===== config.mk =====
export PLATFORM = sky130hd
export DESIGN_NAME = syn_i2s_adc_tx
export DESIGN_NICKNAME = d
export VERILOG_FILES = /design/src/rtl/syn_i2s_adc_tx.sv
export SDC_FILE = /design/constraint.sdc
export NUM_CORES = 1
export LEC_CHECK = 0
export CORE_MARGIN = 1
export CORE_UTILIZATION = 50
export DETAILED_ROUTE_END_ITERATION = 10
export GPL_ROUTABILITY_DRIVEN = 0
export PLACE_DENSITY = 0.73
export SETUP_SLACK_MARGIN = 0.5
export SYNTH_ARGS = -nofsm -noshare
export SYNTH_HDL_FRONTEND = slang
export SYNTH_SLANG_ARGS = --single-unit

===== constraint.sdc =====
create_clock -name clk_ir -period 7.4 [get_ports clk_ir]
set_input_delay 1.11 -clock clk_ir [delete_from_list [all_inputs] [get_ports clk_ir]]
set_output_delay 1.11 -clock clk_ir [all_outputs]
set_load 0.02 [all_outputs]

===== src/rtl/syn_i2s_adc_tx.sv =====
// syn_i2s_adc_tx: I2S slave transmitter emulating the ADC side of a codec.
// bclk/lrc are oversampled in the clk_ir domain; a one-pair holding buffer feeds the L/R shifters.
module syn_i2s_adc_tx #(
   parameter int DATA_W      = 16,
   parameter int SYNC_STAGES = 2,
   parameter int UFLOW_CNT_W = 16
) (
   input  logic                   clk_ir,
   input  logic                   sys_rst_ih,
   input  logic                   en_ih,
   input  logic [DATA_W-1:0]      pcm_lchnl_id,
   input  logic [DATA_W-1:0]      pcm_rchnl_id,
   input  logic                   pcm_valid_ih,
   output logic                   pcm_ready_oh,
   input  logic                   bclk_ir,
   input  logic                   lrc_ir,
   output logic                   adc_dat_od,
   output logic                   uflow_oh,
   output logic [UFLOW_CNT_W-1:0] uflow_cnt_od
);

   localparam int BIT_CNT_W = $clog2(DATA_W + 1);

   typedef enum logic [1:0] {
      ST_IDLE  = 2'd0,
      ST_LEFT  = 2'd1,
      ST_RIGHT = 2'd2
   } state_t;

   logic [SYNC_STAGES-1:0] bclk_sync_r;
   logic [SYNC_STAGES-1:0] lrc_sync_r;
   logic                   bclk_prev_r;
   logic                   bclk_fall_r;
   logic                   lrc_at_fall_r;
   logic                   lrc_last_r;

   logic                   buf_full_r;
   logic [DATA_W-1:0]      buf_l_r;
   logic [DATA_W-1:0]      buf_r_r;
   logic                   ready_r;

   state_t                 state_r;
   logic [DATA_W-1:0]      shift_r;
   logic [DATA_W-1:0]      rsamp_r;
   logic [BIT_CNT_W-1:0]   bits_left_r;
   logic                   adc_dat_r;
   logic                   uflow_r;
   logic [UFLOW_CNT_W-1:0] uflow_cnt_r;

   logic                   lrc_rise_s;
   logic                   lrc_fall_s;
   logic                   frame_start_s;
   logic                   push_s;
   logic                   bypass_s;
   logic                   load_buf_s;
   logic                   drain_s;
   logic                   uflow_s;
   logic                   buf_full_nxt_s;
   logic                   shift_bit_s;
   logic [DATA_W-1:0]      frame_l_s;
   logic [DATA_W-1:0]      frame_r_s;

   // Synchroniser chains for the asynchronous bclk/lrc pins
   always_ff @(posedge clk_ir or posedge sys_rst_ih) begin
      if (sys_rst_ih) begin
         bclk_sync_r <= '0;
         lrc_sync_r  <= '0;
      end else begin
         bclk_sync_r[0] <= bclk_ir;
         lrc_sync_r[0]  <= lrc_ir;
         for (int i = 1; i < SYNC_STAGES; i++) begin
            bclk_sync_r[i] <= bclk_sync_r[i-1];
            lrc_sync_r[i]  <= lrc_sync_r[i-1];
         end
      end
   end

   // Registered bclk fall detect; lrc is captured alongside so each fall sees a consistent lrc
   always_ff @(posedge clk_ir or posedge sys_rst_ih) begin
      if (sys_rst_ih) begin
         bclk_prev_r   <= 1'b0;
         bclk_fall_r   <= 1'b0;
         lrc_at_fall_r <= 1'b0;
         lrc_last_r    <= 1'b0;
      end else begin
         bclk_prev_r   <= bclk_sync_r[SYNC_STAGES-1];
         bclk_fall_r   <= bclk_prev_r & ~bclk_sync_r[SYNC_STAGES-1];
         lrc_at_fall_r <= lrc_sync_r[SYNC_STAGES-1];
         if (bclk_fall_r) begin
            lrc_last_r <= lrc_at_fall_r;
         end
      end
   end

   // Event decode, handshake and frame-start source selection
   always_comb begin
      lrc_rise_s    = bclk_fall_r & ~lrc_last_r & lrc_at_fall_r;
      lrc_fall_s    = bclk_fall_r & lrc_last_r & ~lrc_at_fall_r;
      frame_start_s = en_ih & lrc_fall_s;
      push_s        = pcm_valid_ih & ready_r;
      bypass_s      = frame_start_s & ~buf_full_r & push_s;
      load_buf_s    = push_s & ~bypass_s;
      drain_s       = frame_start_s & buf_full_r;
      uflow_s       = frame_start_s & ~buf_full_r & ~push_s;
      shift_bit_s   = (bits_left_r != {BIT_CNT_W{1'b0}}) ? shift_r[DATA_W-1] : 1'b0;

      if (drain_s) begin
         buf_full_nxt_s = 1'b0;
      end else if (load_buf_s) begin
         buf_full_nxt_s = 1'b1;
      end else begin
         buf_full_nxt_s = buf_full_r;
      end

      if (buf_full_r) begin
         frame_l_s = buf_l_r;
         frame_r_s = buf_r_r;
      end else if (bypass_s) begin
         frame_l_s = pcm_lchnl_id;
         frame_r_s = pcm_rchnl_id;
      end else begin
         frame_l_s = {DATA_W{1'b0}};
         frame_r_s = {DATA_W{1'b0}};
      end
   end

   // One-pair holding buffer; ready mirrors the next fill state so it drops the cycle after a fill
   always_ff @(posedge clk_ir or posedge sys_rst_ih) begin
      if (sys_rst_ih) begin
         buf_full_r <= 1'b0;
         buf_l_r    <= {DATA_W{1'b0}};
         buf_r_r    <= {DATA_W{1'b0}};
         ready_r    <= 1'b1;
      end else begin
         buf_full_r <= buf_full_nxt_s;
         ready_r    <= ~buf_full_nxt_s;
         if (load_buf_s) begin
            buf_l_r <= pcm_lchnl_id;
            buf_r_r <= pcm_rchnl_id;
         end
      end
   end

   // Frame FSM and serialiser, advanced only on bclk fall events
   always_ff @(posedge clk_ir or posedge sys_rst_ih) begin
      if (sys_rst_ih) begin
         state_r     <= ST_IDLE;
         shift_r     <= {DATA_W{1'b0}};
         rsamp_r     <= {DATA_W{1'b0}};
         bits_left_r <= {BIT_CNT_W{1'b0}};
         adc_dat_r   <= 1'b0;
         uflow_r     <= 1'b0;
         uflow_cnt_r <= {UFLOW_CNT_W{1'b0}};
      end else begin
         uflow_r <= 1'b0;
         if (!en_ih) begin
            state_r     <= ST_IDLE;
            adc_dat_r   <= 1'b0;
            bits_left_r <= {BIT_CNT_W{1'b0}};
         end else if (bclk_fall_r) begin
            if (lrc_fall_s) begin
               // Frame start from any state; this fall is the I2S one-bit delay slot
               state_r     <= ST_LEFT;
               adc_dat_r   <= 1'b0;
               shift_r     <= frame_l_s;
               rsamp_r     <= frame_r_s;
               bits_left_r <= BIT_CNT_W'(DATA_W);
               if (uflow_s) begin
                  uflow_r <= 1'b1;
                  if (uflow_cnt_r != {UFLOW_CNT_W{1'b1}}) begin
                     uflow_cnt_r <= uflow_cnt_r + {{(UFLOW_CNT_W-1){1'b0}}, 1'b1};
                  end
               end
            end else begin
               case (state_r)
                  ST_LEFT: begin
                     if (lrc_rise_s) begin
                        state_r     <= ST_RIGHT;
                        adc_dat_r   <= 1'b0;
                        shift_r     <= rsamp_r;
                        bits_left_r <= BIT_CNT_W'(DATA_W);
                     end else begin
                        adc_dat_r <= shift_bit_s;
                        if (bits_left_r != {BIT_CNT_W{1'b0}}) begin
                           shift_r     <= {shift_r[DATA_W-2:0], 1'b0};
                           bits_left_r <= bits_left_r - BIT_CNT_W'(1);
                        end
                     end
                  end
                  ST_RIGHT: begin
                     adc_dat_r <= shift_bit_s;
                     if (bits_left_r != {BIT_CNT_W{1'b0}}) begin
                        shift_r     <= {shift_r[DATA_W-2:0], 1'b0};
                        bits_left_r <= bits_left_r - BIT_CNT_W'(1);
                     end
                  end
                  default: begin
                     state_r   <= ST_IDLE;
                     adc_dat_r <= 1'b0;
                  end
               endcase
            end
         end
      end
   end

   assign pcm_ready_oh = ready_r;
   assign adc_dat_od   = adc_dat_r;
   assign uflow_oh     = uflow_r;
   assign uflow_cnt_od = uflow_cnt_r;

endmodule


==> results.txt <==
The run finished with clean final reports. The critical register-to-register path startpoint was bclk_fall_r$_DFF_PP0_. Timing would allow up to 269 MHz. After detailed routing, the number of vias per cell comes to 5.69. The total negative slack came out at 0 ps. Setup violations remaining at the end of the flow were counted as 0.

The run gives 49 as the number of distinct library cells after synthesis. The die is 97.1 µm tall. Synthesis produced a netlist with a net count of 445. For the finished layout, the period the worst path requires is 3720 ps. The tree is rooted in a clkbuf_8. The worst register-to-register path ends at buf_r_r[14]$_DFFE_PP0P_. The total of cells resized after clock tree synthesis came out at 0.

Pin placement for this block handled 57 I/O pins. The worst pin sits at a relative slew slack of 28.1%. The post-route DRC violation count came out at 0. The critical path endpoint was buf_r_r[14]$_DFFE_PP0P_.

The logs give 493 for the final-stage net count and 0 for the number of buffers inserted by post-CTS setup repair. CTS saw 99 sinks. Count of routing violations after the opening detailed-route iteration: 180. The tools report the number of iterations in the first detailed-routing pass as 4.

The share of layout cells above drive strength 1 works out to 14.9%. The post-synthesis cell count came out at 403. Summed over all cells, the static leakage comes to 2.21 nW. For the HPWL reported at the end of detailed placement, the log shows 6.00 mm.

The mean instance size in the synthesized netlist works out to 11.2 µm². Hold repair after CTS inserted 0 buffers. The setup path with the least slack is of type in2reg.

The worst setup path is captured at a flip-flop. In the final layout, the multi-input gates occupy 1910 µm². The floorplan row count came out at 34. The most critical setup path has its startpoint at en_ih. Remaining antenna violation count: 0. Across the run, the number of max-cap violations was 0.

The longest clock path from root to sink contains 2 buffers. Chip width: 97.1 µm. The power density over cell area came out at 286 nW/µm². The number of antenna diodes in the final layout is 0. The tools report the number of hold violations in the final report as 0. The hold path depth was 0. In this run the worst hold path is classified as reg2reg. Summed over all layers, the global routing overflow is 0. The count of buffers added on input and output ports is 56. The insertion delay of the later-clocked pin in the worst-skew pair was 370 ps; the number of antenna violations at the first check in global routing was 0. For this block, the via count after detailed routing is 3205. The core area was 8720 µm²; the total track usage was 20.2%. At the worst endpoint, the required time is 7650 ps.

Arrival time of the worst setup path: 3970 ps. Once layout is complete, the utilization of the core stands at 61.0%. The maximum fanout along the worst path is 52. For the via count of the first global-routing pass, the log shows 3133.

After clock tree synthesis, the clock-pin slew on the worst setup and hold paths is 90 ps. The number of cells on the worst reg-to-reg path is 4. In this run the register-to-register setup slack is 4550 ps. The count of state elements after synthesis was 99.

The post-synthesis instance area is 4520 µm². The maximum vdd drop was 0.159 mV; the pin slew with the least headroom to its limit was 1070 ps. Setup repair after global routing left no endpoint under its margin. In the final routed layout, each cell accounts on average for 15.5 µm. For the largest net degree at the start of global routing, the log shows 84. The starting density of the core is 51.8%.

The first global-routing pass estimated 15.3 mm of wire. The category of the worst setup path launch point is a primary input. The die area is 9420 µm². The area growth from synthesis to layout was 17.7%.

TritonCTS built the clock tree. Sequential elements use 54.9% of the synthesized area. The post-route fraction of the period consumed by the critical path is 50.3%, and the worst clock skew is 13.5 ps. For the number of filler instances in the final layout, the log shows 737. The overall power is 1.52 mW.

Yosys printed 0 warnings. The overall routed net length came out at 8.71 mm. Across the whole layout, storage elements account for 2480 µm². In this run the number of H-tree levels came out at 3.

The CTS buffer count is 9, and the final max-slew violation count is 0.
==> report_power, final <==
| part | internal [mW] | leakage [nW] | switching, mW | total [mW] |
|---|---|---|---|---|
| sequential | 0.723 | 1.24 | 0.119 | 0.842 |
| clock | 0.120 | 0.0775 | 0.184 | 0.305 |
| combinational | 0.205 | 0.896 | 0.168 | 0.373 |
==> worst max-delay path, cell delays in order <==
cell and delay [ps]:
clkdlybuf4s50_1 730, nand4b_4 580, o21ai_2 730, buf_4 410, mux2_2 380
==> worst min-delay path by stage <==
| stage | to | startpoint |
|---|---|---|
| 6_report | lrc_sync_r[1]$_DFF_PP0_ | lrc_sync_r[0]$_DFF_PP0_ |
| 5_1_grt | lrc_sync_r[1]$_DFF_PP0_ | lrc_sync_r[0]$_DFF_PP0_ |
| 4_1_cts | lrc_sync_r[1]$_DFF_PP0_ | lrc_sync_r[0]$_DFF_PP0_ |
| 3_5_place_dp | lrc_sync_r[1]$_DFF_PP0_ | lrc_sync_r[0]$_DFF_PP0_ |
| 3_3_place_gp | bclk_sync_r[1]$_DFF_PP0_ | bclk_sync_r[0]$_DFF_PP0_ |
| 2_1_floorplan | bclk_sync_r[1]$_DFF_PP0_ | bclk_sync_r[0]$_DFF_PP0_ |
==> kinds of logic after synthesis <==
kind of cell | count (synthesis) | synth area share, %
AO/OA/AOI/OAI | 86 | 14.5
XOR/XNOR | 15 | 2.91
adder cells (fa/ha/maj) | 4 | 1.11
buffers and inverters | 34 | 2.99
flip-flops | 99 | 54.9
multiplexers | 33 | 8.22
AND/OR/NAND/NOR | 132 | 15.4
==> layer usage <==
metal | GRT usage (%) | wire length, µm
met5 | 0 | 0
met2 | 30.3 | 4010
met4 | 7.00 | 117
met3 | 3.96 | 358
met1 | 29.4 | 4230
==> flip-flops by register name, summed over array words and instances, names as in the netlist, 2 cells and up <==
name          cells
lrc_sync_r        2
buf_l_r          16
bits_left_r       5
bclk_sync_r       2
state_r           2
shift_r          16
buf_r_r          16
uflow_cnt_od     16
rsamp_r          16
==> through the flow <==
stage               cell area (µm²)  cells  hold WS [ps]  worst slack (ps)
finish                         5320    563           355              3680
global route                   5320    563           363              3420
CTS                            5320    563           356              3680
detailed placement             5150    548           335              3290
global placement               5150    548           333              3360
floorplan                      4520    403           331              3700
==> cells in the mapped netlist, drive strengths merged <==
master	instances	area, µm²
a31oi	1	6.26
nor3b	17	128
dfstp	1	26.3
or2	1	6.26
mux2	33	372
clkbuf	15	56.3
o21ai	22	110
nor4	2	12.5
o21a	3	22.5
ha	4	50.1
a21oi	19	106
nor2	40	153
or3	1	11.3
o311ai	1	8.76
nand2	31	119
and3	3	18.8
nor3	2	15.0
xnor2	12	105
a2bb2oi	1	8.76
nor2b	8	50.1
nand4b	1	23.8
xor2	3	26.3
a32oi	2	17.5
o221a	14	158
nand3b	2	15.0
o41ai	1	8.76
o311a	1	10.0
a221oi	16	140
a21boi	2	15.0
buf	7	33.8
a22oi	2	15.0
nand2b	4	25.0
dfrtp	98	2450
a2111oi	1	27.5
and2	1	6.26
inv	12	45.0
and4bb	1	12.5
nand4	9	56.3
nand3	9	45.0
==> layout make-up <==
class                   count  share of cell area [%]
flip-flops and latches     99                    46.6
multi-input cells         270                    35.9
repair buffers             59                    11.0
well taps                 108                    2.54
clock buffers               9                    2.33
inverters                  12                   0.894
clock inverters             6                   0.776
==> cells in the final DEF, fill, tap and decap left out, types with 9 or more instances in the layout <==
master / instances
nor3b_1: 17
clkbuf_8: 9
dfrtp_1: 98
nand4_1: 9
a21oi_1: 18
nor2_1: 39
xnor2_1: 12
o21ai_0: 21
nand2_1: 30
nand3_1: 9
clkdlybuf4s50_1: 56
a221oi_1: 16
mux2_2: 32
inv_1: 10
No activity file was read; power rests on OpenSTA's default activity.
